`src/rtl/ej32_pkg.sv`:
```
// Shared types for the ej32 core.
// Memory sequencer sizes, states and byte-count helper.
package ej32_pkg;

  typedef enum logic [1:0] {
    MS_BYTE,
    MS_SHORT,
    MS_INT,
    MS_RSV
  } mem_size_t;

  typedef enum logic [2:0] {
    msIDLE,
    msLD,
    msLDW,
    msST,
    msDONE
  } ms_state_t;

  localparam int MS_MAXB = 4;

  // Index of the last byte in a burst (n-1); reserved size runs as a word.
  function automatic logic [1:0] ms_last(input mem_size_t s);
    case (s)
      MS_BYTE:  return 2'd0;
      MS_SHORT: return 2'd1;
      default:  return 2'(MS_MAXB - 1);
    endcase
  endfunction

endpackage

```
`src/rtl/ej32_mem_seq.sv`:
```
// Byte-serial load/store sequencer feeding the AU data byte stream.
// Big-endian bursts on a byte-wide synchronous RAM.
module ej32_mem_seq
  import ej32_pkg::*;
#(
  parameter int ASZ = 16,
  parameter int DSZ = 32
) (
  input  logic           clk,
  input  logic           rst,
  input  logic           req,
  input  logic           we,
  input  logic [1:0]     size,
  input  logic           sx,
  input  logic [ASZ-1:0] addr,
  input  logic [DSZ-1:0] wdata,
  output logic [ASZ-1:0] mem_a_o,
  output logic           mem_we_o,
  output logic [7:0]     mem_d_o,
  input  logic [7:0]     mem_q,
  output logic [7:0]     data_o,
  output logic           data_v_o,
  output logic [DSZ-1:0] rdata_o,
  output logic           busy_o,
  output logic           done_o,
  output logic           err_o
);

  ms_state_t      st_q, st_d;
  logic [1:0]     cnt_q, cnt_d;
  logic [1:0]     last_q;
  logic           sx_q;
  logic [ASZ-1:0] addr_q;
  logic [DSZ-1:0] wdata_q;
  logic [DSZ-1:0] asm_q;
  logic [DSZ-1:0] rdata_q;
  logic [7:0]     dhold_q;
  logic           cap_q;
  logic           err_q;

  logic           accept;
  logic           at_last;
  logic [1:0]     bsel;
  logic [DSZ-1:0] ld_word;
  logic [DSZ-1:0] ld_ext;

  assign accept  = (st_q == msIDLE) && req;
  assign at_last = (cnt_q == last_q);

  always_comb begin
    st_d  = st_q;
    cnt_d = cnt_q;
    case (st_q)
      msIDLE: begin
        if (req) begin
          st_d  = we ? msST : msLD;
          cnt_d = 2'd0;
        end
      end
      msLD: begin
        if (at_last) begin
          st_d  = msLDW;
          cnt_d = 2'd0;
        end else begin
          cnt_d = cnt_q + 2'd1;
        end
      end
      msLDW: st_d = msDONE;
      msST: begin
        if (at_last) begin
          st_d  = msDONE;
          cnt_d = 2'd0;
        end else begin
          cnt_d = cnt_q + 2'd1;
        end
      end
      msDONE:  st_d = msIDLE;
      default: st_d = msIDLE;
    endcase
  end

  assign ld_word = {asm_q[DSZ-9:0], mem_q};

  always_comb begin
    ld_ext = ld_word;
    unique case (1'b1)
      last_q == 2'd0: ld_ext = {{24{sx_q & ld_word[7]}}, ld_word[7:0]};
      last_q == 2'd1: ld_ext = {{16{sx_q & ld_word[15]}}, ld_word[15:0]};
      default: ;
    endcase
  end

  always_ff @(posedge clk or negedge rst) begin
    if (!rst) begin
      st_q    <= msIDLE;
      cnt_q   <= 2'd0;
      last_q  <= 2'd0;
      sx_q    <= 1'b0;
      addr_q  <= '0;
      wdata_q <= '0;
      asm_q   <= '0;
      rdata_q <= '0;
      dhold_q <= 8'h00;
      cap_q   <= 1'b0;
      err_q   <= 1'b0;
    end else begin
      st_q  <= st_d;
      cnt_q <= cnt_d;
      cap_q <= (st_q == msLD);
      err_q <= accept && (mem_size_t'(size) == MS_RSV);
      if (accept) begin
        last_q  <= ms_last(mem_size_t'(size));
        sx_q    <= sx;
        addr_q  <= addr;
        wdata_q <= wdata;
        asm_q   <= '0;
        rdata_q <= '0;
      end
      if (cap_q) begin
        dhold_q <= mem_q;
        asm_q   <= ld_word;
      end
      if (st_q == msLDW) rdata_q <= ld_ext;
    end
  end

  // Store bytes go out MSB first.
  assign bsel     = last_q - cnt_q;
  assign mem_a_o  = addr_q + ASZ'(cnt_q);
  assign mem_we_o = (st_q == msST);
  assign mem_d_o  = mem_we_o ? wdata_q[{bsel, 3'b000} +: 8] : 8'h00;

  assign data_o   = cap_q ? mem_q : dhold_q;
  assign data_v_o = cap_q;
  assign rdata_o  = rdata_q;
  assign busy_o   = (st_q == msLD) || (st_q == msLDW) || (st_q == msST);
  assign done_o   = (st_q == msDONE);
  assign err_o    = err_q;

endmodule

```
`config.mk`:
```
export PLATFORM = sky130hd
export DESIGN_NAME = ej32_mem_seq
export DESIGN_NICKNAME = d
export VERILOG_FILES = /design/src/rtl/ej32_pkg.sv /design/src/rtl/ej32_mem_seq.sv
export SDC_FILE = /design/constraint.sdc
export NUM_CORES = 1
export LEC_CHECK = 0
export ABC_CLOCK_PERIOD_IN_PS = 2970
export BUFFER_PORTS_ARGS = -buffer_cell sky130_fd_sc_hd__buf_4
export CORE_MARGIN = 10
export CORE_UTILIZATION = 55
export CTS_BUF_LIST = sky130_fd_sc_hd__clkbuf_4 sky130_fd_sc_hd__clkbuf_8
export CTS_CLUSTER_DIAMETER = 150
export DETAILED_ROUTE_END_ITERATION = 8
export PLACE_DENSITY_LB_ADDON = 0.12
export SYNTH_ARGS = -nofsm -noshare
export SYNTH_HDL_FRONTEND = slang
export SYNTH_SLANG_ARGS = --single-unit
```
`constraint.sdc`:
```
create_clock -name clk -period 2.97 [get_ports clk]
set_input_delay 0.4455 -clock clk [delete_from_list [all_inputs] [get_ports clk]]
set_output_delay 0.4455 -clock clk [all_outputs]
set_load 0.1 [all_outputs]
```
==> flow_metrics.py, run 1 <==
metrics = {
    "logic_synthesis": {
        "synth_ff_type": "dfrtp_1",
        "syn_nets": 589,
        "synth_edf_count": 0,
        "muxShareOfSynthArea_pct": 5.80,
        "synth-seq-cells": 122,
        "synth_seq_area_share_pct": 56.8,
        "synth_cell_type_count": 32,
        "postSynth.asyncResetShare_pct": 100,
        "synth_xor_xnor_area_share_pct": 3.10,
        "synthAdderAreaFrac_pct": 1.07,
        "synth_compound_gate_area_share_pct": 10.4,
        "synth_cells": 522,
        "synth_area_um2": 5370,
        "ys_warn_count": 0,
        "synth_top_family_by_area": "simple AND/OR/NAND/NOR gates",
        "yosys.area_share.simple_pct": 19.8,
        "postSynthAreaPerCell_um2": 10.3,
    },
    "floorplan": {
        "die_w_um": 119,
        "fp.coreArea_um2": 9640,
        "start_util_pct": 55.7,
        "row_count": 36,
        "io_pins": 132,
        "die_area_um2": 14100,
        "die_y_um": 119,
    },
    "worst_setup_path": {
        "ff2ff_setup_slack_ns": 1.01,
        "regToRegStartpoint": "st_q[1]",
        "critPathLaunchType": "register",
        "rr_endpoint": "asm_q[5]",
        "path_class": "reg2out",
        "cp_max_fo": 8,
        "endpoint_kind": "output pin",
        "cp.required_ns": 2.52,
        "rr_worst_depth": 4,
        "critPathArrivalTime_ns": 2.45,
    },
    "clocking": {
        "cts_inserted_buffers": 17,
        "clk_pin_slew_ns": 0.08,
        "cts_tree": "built",
        "htree_levels": 4,
        "cts_root_buffer": "clkbuf_8",
        "numClockSinks": 122,
        "clk-insertion-delay-late_ns": 0.44,
        "clockBufferDepth": 2,
        "postCtsHoldBufs": 0,
    },
    "timing": {
        "tightestPinTransition_ns": 0.798,
        "fmax_mhz": 346,
        "fin_crit_sh_pct": 97.4,
        "setup_viol": 0,
        "skew_ns": 0.0143,
        "drv_slew": 0,
        "hold_viol": 0,
        "min_period_ns": 2.89,
        "slew_headroom_pct": 46.8,
    },
    "drt": {
        "first_pass_iters": 5,
        "vias": 4200,
        "wl_per_cell_um": 16.4,
        "drc_errors": 0,
        "vias_per_cell": 5.22,
        "drtIter0Drc": 195,
        "wl_um": 13200,
        "ant_nets": 0,
    },
    "final_layout": {
        "area_growth_pct": 33.4,
        "fin_area_um2": 7170,
        "most-common-layout-cells": "nand2_1, buf_4, dfrtp_1, o21ai_0, a22o_1",
        "final_core_util_pct": 74.4,
        "nets": 726,
        "final_cell_count_no_fill": 805,
        "final_common_cell": "nand2_1",
        "n_antenna_cell": 0,
        "drive_gt1_share_pct": 31.8,
    },
    "placed_design": {
        "placed_area_um2": 6630,
        "dp_hpwl_um": 9300,
        "place_inst": 769,
        "portBuffers": 131,
        "gp_congestion": 0.797,
    },
    "global_routing": {
        "antenna_found_initial": 0,
        "grt_use_total_pct": 18.9,
        "grt_pass1_wl_um": 21800,
        "grt_max_degree": 59,
        "grt_pass1_vias": 4459,
        "overflow": 0,
    },
    "flow_run": {
        "maxCapViolCount": 0,
    },
    "worst_hold_path": {
        "worst_hold_path_type": "in2async",
    },
    "outcome": {
        "status": "finished, final reports clean",
    },
}
## layout make-up
type / instances / area, um2
inverters: 9 / 33.8
fillers: 691 / 2470
clock inverters: 11 / 119
flip-flops and latches: 122 / 3060
multi-input cells: 361 / 2320
repair buffers: 148 / 1190
clock buffers: 21 / 289
well taps: 133 / 166
## metrics by stage
step	TNS (ns)	hold WS, ns	worst slack [ns]
CTS	0	0.00834	0.00524
finish	0	0.00506	0.0760
global placement	0	0.449	0.412
global route	-0.0391	0.0242	-0.0391
floorplan	-0.126	0.150	-0.0634
detailed placement	0	0.455	0.350
## registers in the layout, indices dropped and copies added (netlist names)
name / count
cnt_q: 2
asm_q: 24
wdata_q: 32
err_o: 1
rdata_o: 32
st_q: 3
last_q: 2
addr_q: 16
dhold_q: 8
sx_q: 1
data_v_o: 1
## cell usage after synthesis, types with 4 or more instances
master / instances / share of area, %
xnor2_1: 12 / 2.0
clkbuf_1: 22 / 1.5
mux4_1: 8 / 3.9
a22o_1: 24 / 3.9
nand2b_1: 19 / 2.2
dfrtp_1: 122 / 57
nand2_1: 191 / 13
o21ai_0: 29 / 2.7
buf_2: 4 / 0.37
nor2_1: 9 / 0.63
inv_1: 9 / 0.63
nand4_1: 4 / 0.47
a32o_1: 16 / 3.0
mux2_2: 9 / 1.9
and2_1: 9 / 1.0
nand3_1: 5 / 0.47
## worst max-delay path: stages, from the launching register on
cell	delay, ns
dfrtp_2	0.45
xnor2_4	0.25
xor2_4	0.18
buf_12	0.15
mux4_1	0.56
and2_1	0.18
buf_4	0.23
## routing by layer
metal | vias up | global-route usage, % | share of wire (%)
met5 | - | 0 | 0
met4 | 0 | 7.18 | 1.2
met3 | 14 | 6.52 | 6.7
met2 | 109 | 32.7 | 52
met1 | 2044 | 21.1 | 40
li1 | 2033 | - | -
## logic make-up after synthesis
| family | after synthesis |
|---|---|
| simple gates | 248 |
| flops | 122 |
| compound gates | 76 |
| buf+inv | 39 |
| mux | 17 |
| xor+xnor | 16 |
| fa+ha+maj | 4 |
## how the worst max path moves through the flow
stage | startpoint | endpoint | slack, ns | cells after the start
2_1_floorplan | cnt_q[0] | mem_a_o[10] | -0.06 | 6
3_3_place_gp | cnt_q[0] | mem_a_o[14] | 0.41 | 8
3_5_place_dp | cnt_q[0] | mem_a_o[12] | 0.35 | 8
4_1_cts | cnt_q[1] | mem_a_o[12] | 0.005 | 7
5_1_grt | cnt_q[0] | mem_a_o[10] | -0.04 | 8
6_report | last_q[1] | mem_d_o[5] | 0.08 | 6
## timing repair
item / CTS / global route
buffers inserted: 2 / 2
endpoints found under the setup margin: 12 / 14
pin swaps: 3 / 1
resized for setup: 10 / 12
Power of run 1 is left out: the tool's default activity adds up to more than one toggle a clock period on the data nets, which glitch-free logic cannot reach.
==> run 2, diff against run 1 <==
--- a/config.mk
+++ b/config.mk
@@ -7,8 +7,10 @@
 export LEC_CHECK = 0
 export ABC_CLOCK_PERIOD_IN_PS = 2970
 export BUFFER_PORTS_ARGS = -buffer_cell sky130_fd_sc_hd__buf_4
+export CELL_PAD_IN_SITES_DETAIL_PLACEMENT = 0
+export CELL_PAD_IN_SITES_GLOBAL_PLACEMENT = 1
 export CORE_MARGIN = 10
-export CORE_UTILIZATION = 55
+export CORE_UTILIZATION = 42
 export CTS_BUF_LIST = sky130_fd_sc_hd__clkbuf_4 sky130_fd_sc_hd__clkbuf_8
 export CTS_CLUSTER_DIAMETER = 150
 export DETAILED_ROUTE_END_ITERATION = 8
==> run 2 against run 1 <==
Compared with the run above:
- design area rose by 0.98%
- register-to-register slack about the same
- fmax is 1.1% higher
- sequential share of layout area fell by 0.43 points
- global-route usage shrank 3.0 points
- first-iteration DRC count is 23% higher
- routed wire length up 3.3%
- clock skew shrank 0.0033 ns
- utilization shrank 17 points
- critical path depth unchanged
- count of clock-buffer cells in the layout up 3
- highest routed layer unchanged
==> flow_metrics.py, run 2 (synthesized netlist as in run 1, its figures left out) <==
metrics = {
    "floorplan": {
        "die_w_um": 133,
        "die_area_um2": 17700,
        "io_pins": 132,
        "fp.coreArea_um2": 12600,
        "die_y_um": 133,
        "row_count": 41,
        "start_util_pct": 42.7,
    },
    "timing": {
        "skew_ns": 0.0110,
        "fmax_mhz": 349,
        "fin_crit_sh_pct": 96.4,
        "setup_viol": 0,
        "slew_headroom_pct": 46.7,
        "min_period_ns": 2.86,
        "setup_slack_ns": 0.106,
        "drv_slew": 0,
        "tightestPinTransition_ns": 0.800,
        "hold_viol": 0,
        "rsz0062_at_grt": "no",
    },
    "placed_design": {
        "gp_congestion": 0.757,
        "pre_cts_ws_ns": 0.335,
        "portBuffers": 131,
        "dp_hpwl_um": 9770,
    },
    "worst_setup_path": {
        "path_class": "reg2out",
        "cp.required_ns": 2.52,
        "cp_max_fo": 8,
        "endpoint_kind": "output pin",
        "critPathArrivalTime_ns": 2.42,
        "cpLargestDelayFamily": "multiplexers",
        "worstPathCellList": "xnor2_4 > xor2_4 > buf_12 > mux4_1 > and2_1 > buf_4",
        "crit_buf_inv": 2,
        "critPathLaunchType": "register",
        "critPathMaxStageDelay_ns": 0.53,
        "crit_path_top_delay_cell": "mux4_1",
    },
    "clocking": {
        "clk-insertion-delay-late_ns": 0.43,
        "clockBufferDepth": 2,
        "cts_tree": "built",
        "clk_pin_slew_ns": 0.07,
        "cts_root_buffer": "clkbuf_8",
        "numClockSinks": 122,
        "htree_levels": 4,
        "cts_inserted_buffers": 17,
    },
    "outcome": {
        "status": "finished, final reports clean",
    },
    "global_routing": {
        "grt_pass1_vias": 4478,
        "grt_use_total_pct": 15.9,
        "grt_pass1_wl_um": 22900,
        "overflow": 0,
        "antenna_found_initial": 0,
        "grt_max_degree": 48,
    },
    "drt": {
        "drc_errors": 0,
        "wl_per_cell_um": 16.1,
        "drtIter0Drc": 239,
        "vias": 4168,
        "wl_um": 13600,
        "first_pass_iters": 4,
        "vias_per_cell": 4.94,
        "ant_nets": 0,
    },
    "final_layout": {
        "drive_gt1_share_pct": 31.4,
        "nets": 726,
        "n_antenna_cell": 0,
        "final_common_cell": "nand2_1",
        "area_growth_pct": 34.8,
        "most-common-layout-cells": "nand2_1, buf_4, dfrtp_1, o21ai_0, a22o_1",
    },
    "flow_run": {
        "maxCapViolCount": 0,
    },
    "worst_hold_path": {
        "worst_hold_path_type": "in2async",
    },
}
-- run 2: cell types whose count changed in the layout (fill, tap and decap cells not counted), sizes merged --
cell / change
bufinv: +1
clkbuf: +3
clkinvlp: -4
-- run 2: stage by stage --
step	util, %	area [um2]	std cells	hold WS (ns)	setup TNS, ns
after CTS	57.1	7170	844	0.0273	0
after global routing	57.6	7240	844	0.0520	0
after global placement	53.3	6690	810	0.450	0
after detailed placement	53.3	6690	810	0.457	0
final	57.6	7240	844	0.0227	0
after floorplan	-	5480	522	0.150	-0.126
-- run 2: area by class of cell --
class	instances	area [um2]
well taps	172	215
flip-flops and latches	122	3050
fillers	1153	5330
clock buffers	24	312
inverters	9	33.8
multi-input cells	361	2310
repair buffers	148	1200
clock inverters	8	115
-- run 2: worst register-to-register path, delay by kind of cell (launching register included) --
| kind | cells | cell delay [ns] |
|---|---|---|
| DFF | 1 | 0.46 |
| and+or+nand+nor | 4 | 0.91 |
| buffers and inverters | 1 | 0.49 |
-- run 2: layer usage --
layer	track usage, %	up-vias	wire [um]
li1	-	2036	-
met1	18.8	2013	5740
met2	26.4	103	6850
met3	5.98	16	843
met4	4.78	0	165
met5	0	-	0
-- run 2: what timing repair did --
| action | in CTS | in global routing |
|---|---|---|
| gates resized for setup | 7 | 15 |
| endpoints found under the setup margin | 12 | 12 |
| hold buffers | 0 | 0 |
| pin swaps | 1 | 2 |
| buffers inserted | 2 | 0 |
-- run 2: path summary, 6_finish.rpt --
check | start | to | slack (ns) | cells past startpoint
worst max-delay path | cnt_q[1] | mem_d_o[4] | 0.11 | 6
worst min-delay path | rst | rdata_o[22] | 0.02 | 1
worst max register to register | st_q[1] | wdata_q[31] | 1.00 | 5
worst min register to register | wdata_q[15] | wdata_q[15] | 0.47 | 2
max in group asynchronous | rst | cnt_q[1] | 2.22 | 2
min in group clk | addr[14] | addr_q[14] | 0.20 | 3
Power of run 2 is left out for the same reason.
==> run 3, diff against run 2 <==
--- a/config.mk
+++ b/config.mk
@@ -14,7 +14,8 @@
 export CTS_BUF_LIST = sky130_fd_sc_hd__clkbuf_4 sky130_fd_sc_hd__clkbuf_8
 export CTS_CLUSTER_DIAMETER = 150
 export DETAILED_ROUTE_END_ITERATION = 8
-export PLACE_DENSITY_LB_ADDON = 0.12
+export PLACE_DENSITY = 0.92
+export SETUP_SLACK_MARGIN = 0.5
 export SYNTH_ARGS = -nofsm -noshare
 export SYNTH_HDL_FRONTEND = slang
 export SYNTH_SLANG_ARGS = --single-unit
==> run 3 against run 2 <==
Compared with the run above:
- final cell count up 0.95%
- non-clock buffer count is 8 higher
- setup slack better by 0.027 ns
- fmax up 0.95%
- critical path depth did not move
- first-iteration DRC count down 2.9%
- critical path type unchanged
- die area stayed put
- register-to-register slack worse by 0.07 ns
- sequential share of layout area fell by 2.2 points
- critical endpoint is now mem_d_o[2]
- clock skew is 0.0038 ns lower
- hold slack worse by 0.0026 ns
==> flow_metrics.py, run 3 (synthesized netlist as in run 1, its figures left out) <==
metrics = {
    "placed_design": {
        "gp_congestion": 0.824,
        "placed_area_um2": 6830,
        "dp_hpwl_um": 10000,
        "portBuffers": 131,
    },
    "drt": {
        "drc_errors": 0,
        "ant_nets": 0,
        "vias_per_cell": 5.08,
        "drtIter0Drc": 232,
        "wl_um": 14400,
        "wl_per_cell_um": 16.9,
        "first_pass_iters": 5,
        "vias": 4330,
    },
    "timing": {
        "fin_crit_sh_pct": 95.5,
        "slew_headroom_pct": 39.8,
        "skew_ns": 0.00722,
        "rsz0062_at_grt": "yes",
        "min_period_ns": 2.84,
        "setup_viol": 0,
        "hold_viol": 0,
        "fmax_mhz": 353,
        "drv_slew": 0,
        "tightestPinTransition_ns": 0.901,
    },
    "final_layout": {
        "most-common-layout-cells": "nand2_1, buf_4, dfrtp_1, o21ai_0, a22o_1",
        "multiInputGateArea_um2": 2490,
        "final_core_util_pct": 60.8,
        "area_growth_pct": 42.3,
        "fin_area_um2": 7640,
        "nets": 734,
        "drive_gt1_share_pct": 36.6,
        "final_common_cell": "nand2_1",
        "fillerInstances": 1040,
        "seqCellArea_um2": 3050,
        "n_antenna_cell": 0,
    },
    "worst_setup_path": {
        "cpMostUsedCell": "buf_12",
        "rr_worst_depth": 5,
        "crit_path_top_delay_cell": "mux4_2",
        "critPathMaxStageDelay_ns": 0.50,
        "critPathLaunchType": "register",
        "endpoint_kind": "output pin",
        "cp.depth": 6,
        "regToRegStartpoint": "st_q[1]",
        "cp_max_fo": 8,
        "critPathArrivalTime_ns": 2.39,
        "cp.required_ns": 2.52,
        "worstPathCellList": "xnor2_4 > xor2_4 > buf_12 > mux4_2 > and2_4 > buf_12",
        "crit_buf_inv": 2,
        "crit_start": "cnt_q[1]",
        "path_class": "reg2out",
        "cpLargestDelayFamily": "multiplexers",
    },
    "clocking": {
        "cts_tree": "built",
        "htree_levels": 4,
        "cts_inserted_buffers": 17,
        "clockBufferDepth": 2,
        "postCtsHoldBufs": 0,
        "clk_pin_slew_ns": 0.07,
        "clk-insertion-delay-late_ns": 0.45,
        "numClockSinks": 122,
        "cts_root_buffer": "clkbuf_8",
    },
    "floorplan": {
        "row_count": 41,
        "start_util_pct": 42.7,
        "die_w_um": 133,
        "die_area_um2": 17700,
        "fp.coreArea_um2": 12600,
        "die_y_um": 133,
        "io_pins": 132,
    },
    "outcome": {
        "status": "finished, final reports clean",
    },
    "global_routing": {
        "antenna_found_initial": 0,
        "overflow": 0,
        "grt_pass1_wl_um": 23300,
        "grt_max_degree": 47,
        "grt_use_total_pct": 16.4,
        "grt_pass1_vias": 4572,
    },
    "flow_run": {
        "maxCapViolCount": 0,
    },
    "worst_hold_path": {
        "worst_hold_path_type": "in2async",
    },
}
## run 3: changes by cell type in the layout (fill, tap and decap cells not counted), sizes merged
cell	previous run	this run
buf	148	156
bufinv	3	1
clkbuf	24	18
clkinv	5	7
clkinvlp	0	4
inv	9	11
## run 3: timing repair
action / CTS / global route
setup endpoints to repair: 21 / 22
buffers inserted: 10 / 2
gates resized for setup: 74 / 19
pin swaps: 10 / 12
cloned: 0 / 0
## run 3: metal layers
layer / vias to the layer above / part of all wire (%) / global-route usage [%]
li1: 2046 / - / -
met1: 2144 / 40 / 18.2
met2: 121 / 51 / 28.1
met3: 19 / 6.5 / 6.17
met4: 0 / 1.6 / 5.93
met5: - / 0 / 0
## run 3: path summary, 6_finish.rpt
check / endpoint / slack, ns
min in group clk: addr_q[12] / 0.18
hold / removal: asm_q[8] / 0.02
hold reg to reg: wdata_q[5] / 0.48
setup / recovery: mem_d_o[2] / 0.13
setup reg to reg: wdata_q[10] / 0.93
max in group asynchronous: rdata_o[5] / 2.10
## run 3: cell type report
cell class / count / share of cell area (%)
well taps: 172 / 2.82
inverters: 9 / 0.442
repair buffers: 156 / 19.3
multi-input cells: 361 / 32.7
flip-flops and latches: 122 / 40.0
clock inverters: 14 / 1.62
clock buffers: 18 / 3.24
## run 3: stage by stage
stage               hold slack, ns  setup WS (ns)  TNS (ns)  cells
floorplan                    0.150        -0.0254   -0.0254    522
global placement             0.453          0.410         0    808
detailed placement           0.456          0.349         0    808
CTS                         0.0210         0.0296         0    850
global route                0.0407         0.0162         0    852
finish                      0.0202          0.133         0    852
Power of run 3 is left out for the same reason.
